### config.mk
export PLATFORM = sky130hd
export DESIGN_NAME = spram_row_arbiter
export DESIGN_NICKNAME = d
export VERILOG_FILES = /design/src/rtl/frame_pkg.sv /design/src/rtl/burst_addr_gen.sv /design/src/rtl/spram_row_arbiter.sv
export SDC_FILE = /design/constraint.sdc
export NUM_CORES = 1
export LEC_CHECK = 0
export ABC_AREA = 1
export CORE_AREA = 5 5 59 61
export CTS_BUF_LIST = sky130_fd_sc_hd__clkbuf_8
export CTS_CLUSTER_SIZE = 24
export DETAILED_ROUTE_END_ITERATION = 12
export DIE_AREA = 0 0 64 66
export PLACE_DENSITY_LB_ADDON = 0.1
export RECOVER_POWER = 100
export SLEW_MARGIN = 20
export SYNTH_ARGS = -nofsm -noshare
export SYNTH_HDL_FRONTEND = slang
export SYNTH_HIERARCHICAL = 1
export SYNTH_SLANG_ARGS = --single-unit
### constraint.sdc
create_clock -name fast_clk -period 2.69 [get_ports fast_clk]
set_input_delay 0.4035 -clock fast_clk [delete_from_list [all_inputs] [get_ports fast_clk]]
set_output_delay 0.4035 -clock fast_clk [all_outputs]
set_load 0.03 [all_outputs]
### src/rtl/frame_pkg.sv
// Shared framebuffer definitions: panel geometry defaults, arbiter state
// encoding and grant-type encoding for the SPRAM row arbiter.
package frame_pkg;

    localparam int ROWS_DEF = 4;
    localparam int COLS_DEF = 8;
    localparam int DW_DEF   = 16;

    typedef enum logic [1:0] {
        ST_IDLE     = 2'd0,
        ST_RD_BURST = 2'd1,
        ST_WR_BURST = 2'd2
    } arb_state_t;

    typedef enum logic {
        GRANT_RD = 1'b0,
        GRANT_WR = 1'b1
    } grant_t;

endpackage

### src/rtl/burst_addr_gen.sv
// Row latch plus column counter for one row burst. The column holds at its
// terminal value after the last access so the SPRAM address stays put in IDLE.
module burst_addr_gen #(
    parameter int ROWS = 4,
    parameter int COLS = 8,
    localparam int RB = $clog2(ROWS),
    localparam int CB = $clog2(COLS)
) (
    input  logic          fast_clk,
    input  logic          reset,
    input  logic          start,
    input  logic          advance,
    input  logic [RB-1:0] row_in,
    output logic [RB-1:0] row,
    output logic [CB-1:0] col,
    output logic          last
);

    logic [RB-1:0] row_reg;
    logic [CB-1:0] col_reg;

    always_ff @(posedge fast_clk or posedge reset) begin
        if (reset) begin
            row_reg <= '0;
            col_reg <= '0;
        end else if (start) begin
            row_reg <= row_in;
            col_reg <= '0;
        end else if (advance) begin
            col_reg <= col_reg + 1'b1;
        end
    end

    assign row  = row_reg;
    assign col  = col_reg;
    assign last = (col_reg == CB'(COLS - 1));

endmodule

### src/rtl/spram_row_arbiter.sv
// Row-burst arbiter sharing one single-port SPRAM between the scan reader and
// the pixel writer. Define SPRAM_ARB_RD_PRIORITY_EN for strict reader priority.
module spram_row_arbiter
    import frame_pkg::*;
#(
    parameter int ROWS = ROWS_DEF,
    parameter int COLS = COLS_DEF,
    parameter int DW   = DW_DEF,
    localparam int RB = $clog2(ROWS),
    localparam int CB = $clog2(COLS),
    localparam int AB = RB + CB
) (
    input  logic          fast_clk,
    input  logic          reset,
    input  logic          rd_req,
    input  logic [RB-1:0] rd_row,
    output logic          rd_ack,
    output logic          rd_valid,
    output logic [DW-1:0] rd_data,
    output logic [CB-1:0] rd_col,
    output logic          rd_last,
    input  logic          wr_req,
    input  logic [RB-1:0] wr_row,
    output logic          wr_ack,
    output logic          wr_pull,
    output logic [CB-1:0] wr_col,
    input  logic [DW-1:0] wr_data,
    output logic [AB-1:0] spram_addr,
    output logic          spram_wren,
    output logic [DW-1:0] spram_wdata,
    input  logic [DW-1:0] spram_rdata
);

    arb_state_t    state_reg, state_next;
    grant_t        last_grant_reg, last_grant_next;
    logic          start;
    logic [RB-1:0] start_row;
    logic          advance;
    logic          tie_rd;
    logic [RB-1:0] row;
    logic [CB-1:0] col;
    logic          last;
    logic          in_rd, in_wr;
    logic          rd_valid_reg;
    logic [CB-1:0] rd_col_reg;
    logic          rd_last_reg;

`ifdef SPRAM_ARB_RD_PRIORITY_EN
    assign tie_rd = 1'b1;
`else
    assign tie_rd = (last_grant_reg == GRANT_WR);
`endif

    always_ff @(posedge fast_clk or posedge reset) begin
        if (reset) begin
            state_reg      <= ST_IDLE;
            last_grant_reg <= GRANT_WR;
        end else begin
            state_reg      <= state_next;
            last_grant_reg <= last_grant_next;
        end
    end

    always_comb begin
        state_next      = state_reg;
        last_grant_next = last_grant_reg;
        start           = 1'b0;
        start_row       = rd_row;
        case (state_reg)
            ST_IDLE: begin
                if (rd_req && (!wr_req || tie_rd)) begin
                    state_next      = ST_RD_BURST;
                    last_grant_next = GRANT_RD;
                    start           = 1'b1;
                    start_row       = rd_row;
                end else if (wr_req) begin
                    state_next      = ST_WR_BURST;
                    last_grant_next = GRANT_WR;
                    start           = 1'b1;
                    start_row       = wr_row;
                end
            end
            ST_RD_BURST, ST_WR_BURST: begin
                if (last) state_next = ST_IDLE;
            end
            default: state_next = ST_IDLE;
        endcase
    end

    assign in_rd   = (state_reg == ST_RD_BURST);
    assign in_wr   = (state_reg == ST_WR_BURST);
    assign advance = (in_rd || in_wr) && !last;

    burst_addr_gen #(
        .ROWS(ROWS),
        .COLS(COLS)
    ) u_addr_gen (
        .fast_clk(fast_clk),
        .reset   (reset),
        .start   (start),
        .advance (advance),
        .row_in  (start_row),
        .row     (row),
        .col     (col),
        .last    (last)
    );

    // Read returns trail the issue by the SPRAM's one-cycle output register.
    always_ff @(posedge fast_clk or posedge reset) begin
        if (reset) begin
            rd_valid_reg <= 1'b0;
            rd_col_reg   <= '0;
            rd_last_reg  <= 1'b0;
        end else begin
            rd_valid_reg <= in_rd;
            rd_col_reg   <= col;
            rd_last_reg  <= in_rd && last;
        end
    end

    assign rd_ack      = in_rd && (col == '0);
    assign wr_ack      = in_wr && (col == '0);
    assign rd_valid    = rd_valid_reg;
    assign rd_col      = rd_col_reg;
    assign rd_last     = rd_last_reg;
    assign rd_data     = spram_rdata;
    assign wr_pull     = in_wr;
    assign wr_col      = col;
    assign spram_addr  = {row, col};
    assign spram_wren  = in_wr;
    assign spram_wdata = wr_data;

endmodule
==> results by group <==
Run status
  • Outcome: finished, final reports clean

GRT
  • First-pass GRT wire length: 3042 um
  • Overall Global Routing Usage: a little under a tenth
  • Number of global-route vias before repair: between 600 and 700
  • Largest net degree at the start of global routing: 9
  • Grt ovf: 0
  • Initial antenna violation count: 0

Final layout
  • Area of the multi-input gates: 255.2 um2
  • Fin nets: 152
  • FF/Latch Area: around 330 um2
  • Area grow syn2layout: 5.882%
  • Fraction of layout instances using a drive strength above 1: 8.491%
  • Fill count: 328
  • Ant. Diodes: 0

Hold path
  • Hold Crit Class: reg2reg

Clock tree
  • TritonCTS buffer count: 3
  • Worst skew pair latency: 0.24 ns
  • CTS Hold Bufs: 0
  • Root buffer cell: clkbuf_8
  • # clock sinks: 13
  • Setup bufs post-CTS: 0
  • Post-CTS sizing: 0
  • Clock buffer depth: 2
  • # H-tree levels: 1
  • CTS tree: done
  • Clock-pin slew on the worst setup and hold paths: 0.05 ns

Synth
  • Syn Area/Cell: 8.023 um2
  • Cell count after synthesis: 114
  • Most frequent cell after synthesis: buf_4
  • Syn_nets: 159
  • Share of synthesized flip-flops with an asynchronous set or reset: 100.0%
  • Yosys cell types: 15
  • Yosys reg bits: 13
  • Synth warnings: 6
  • Sequential-to-total area share from yosys stat: between 30 and 40%
  • Synth top area share: 32.83%
  • Post-synth EDFFs: 0
  • Main area contributors after synthesis: dfrtp_1, buf_4, nand2_1
  • Post-synth top area cell: dfrtp_1
  • Mapped cell area: 914.6 um2
  • Synth top cells by count: buf_4, nand2_1, inv_1, dfrtp_1, ha_1
  • Top FF cell, synth: dfrtp_1

STA
  • Fin crit period: 2.295 ns
  • Hold Fails Final Rpt: 0
  • Max-slew headroom: 76.99%
  • Final worst slack: 0.3951 ns
  • Hold_ws: 0.4716 ns
  • Fmax: 0.4358 GHz
  • Fin crit share: 85.31%
  • Max Slew Vio Count: 0
  • Fin Setup TNS: 0 ns
  • Unrepaired setup endpoints after global routing: no
  • Number of setup violations in the final report: 0
  • Clock Skew: 0.008579 ns
  • Slew at the pin closest to its max-slew limit: 0.3448 ns

Drt
  • Total wire length: 1908 um
  • Drt pass-1 iters: 3
  • Detailed router's first-iteration violation count: 11
  • Final ANT Viol Nets: 0
  • Via count: 588
  • Vias per inst: 4.230
  • Post-route DRC: 0
  • Routed WL per cell: 13.73 um

Floorplanning
  • IO Count: 89
  • Core area: 2928 um2
  • Row Count: 20
  • Die span in y: around 66 um
  • Die width: 64 um
  • Die ar.: roughly 4200 um2
  • Initial Utilization: 31.24%

Setup path
  • Setup crit start kind: register
  • Crit path arrival time: 1.89 ns
  • Worst Setup End Kind: output port
  • Critical path class: reg2out
  • CP required: 2.29 ns
  • CP max FO: 6
  • Flop-to-flop setup slack: 1.11 ns

Placement
  • GP Congestion: approximately 0.65
  • Buffers on Ports: 24
  • Dpl hpwl: around 1600 um
  • DP Worst Slack: between 0.6 and 0.7 ns

Pwr
  • Pwr Density: 1105 nW/um2
  • Peak supply drop: 449.7 uV
  • Pleak: 0.5668 nW

Job
  • # Max-Cap Violations: 0
## stage by stage
| stage | total power [W] | area (um2) | utilization [%] | cells |
|---|---|---|---|---|
| after floorplan | 0.0008413 | 914.6 | - | 114 |
| final | 0.001071 | 968.4 | 33.08 | 139 |
| after global placement | 0.0009628 | 925.9 | 31.62 | 135 |
| after CTS | 0.001137 | 970.9 | 33.16 | 139 |
| after detailed placement | 0.0009625 | 925.9 | 31.62 | 135 |
| after global routing | 0.001172 | 968.4 | 33.08 | 139 |
## report_power, final
| group | total (W) | switching [W] | internal (W) |
|---|---|---|---|
| Clock | 0.000170 | 0.0000695 | 0.000101 |
| Combinational | 0.000587 | 0.000373 | 0.000214 |
| Sequential | 0.000314 | 0.0000440 | 0.000269 |
## worst paths after layout
| path | cells after the start | end | startpoint |
|---|---|---|---|
| min | 2 | u_addr_gen/row[1] | u_addr_gen/row[1] |
| min reg2reg | 2 | u_addr_gen/row[1] | u_addr_gen/row[1] |
| max reg2reg | 7 | u_addr_gen/col[0] | u_addr_gen/col[0] |
| max | 3 | wr_ack | u_addr_gen/col[1] |
| max in group asynchronous | 2 | last_grant_reg | reset |
| min in group asynchronous | 2 | u_addr_gen/col[2] | reset |
## kinds of logic (layout without fill, tap and decap cells)
group	count (synthesis)	count (layout)	synth area share, %
compound gates	2	2	1.368
fa+ha+maj	5	5	6.840
buf+inv	52	44	36.11
flops	13	13	35.71
simple gates	42	42	19.97
## critical path: stages (launching register included)
cell and delay [ns]:
dfrtp_1 0.42, or3_4 0.42, nor2_2 0.08, dlygate4sd3_1 0.74
## placed cells by master, fill, tap and decap left out
cell	instances
dfstp_2	1
or2_0	1
nor2_1	2
inv_2	1
nor2_2	2
nand2_1	31
inv_1	16
or3_4	1
o21ai_0	1
clkbuf_8	3
ha_1	5
dfrtp_1	12
nand2_2	1
nand3_1	4
clkdlybuf4s50_1	5
a21boi_0	1
dlygate4sd3_1	19
## metal layers
layer	vias to the layer above	part of all wire, %	routed length [um]	global-route usage (%)
met4	0	5.7	109	8.571
met5	-	0	0	0
li1	284	-	-	-
met3	20	15	287	4.082
met1	242	31	600	8.170
met2	42	48	911	15.83
## final cells by class
class                   instances  share of cell area (%)
flip-flops and latches         13                   33.72
multi-input cells              49                   26.36
clock buffers                   3                   4.264
inverters                      16                   6.202
clock inverters                 1                  0.3876
well taps                      33                   4.264
repair buffers                 24                   24.81
Power figures use the tool's default switching activity.
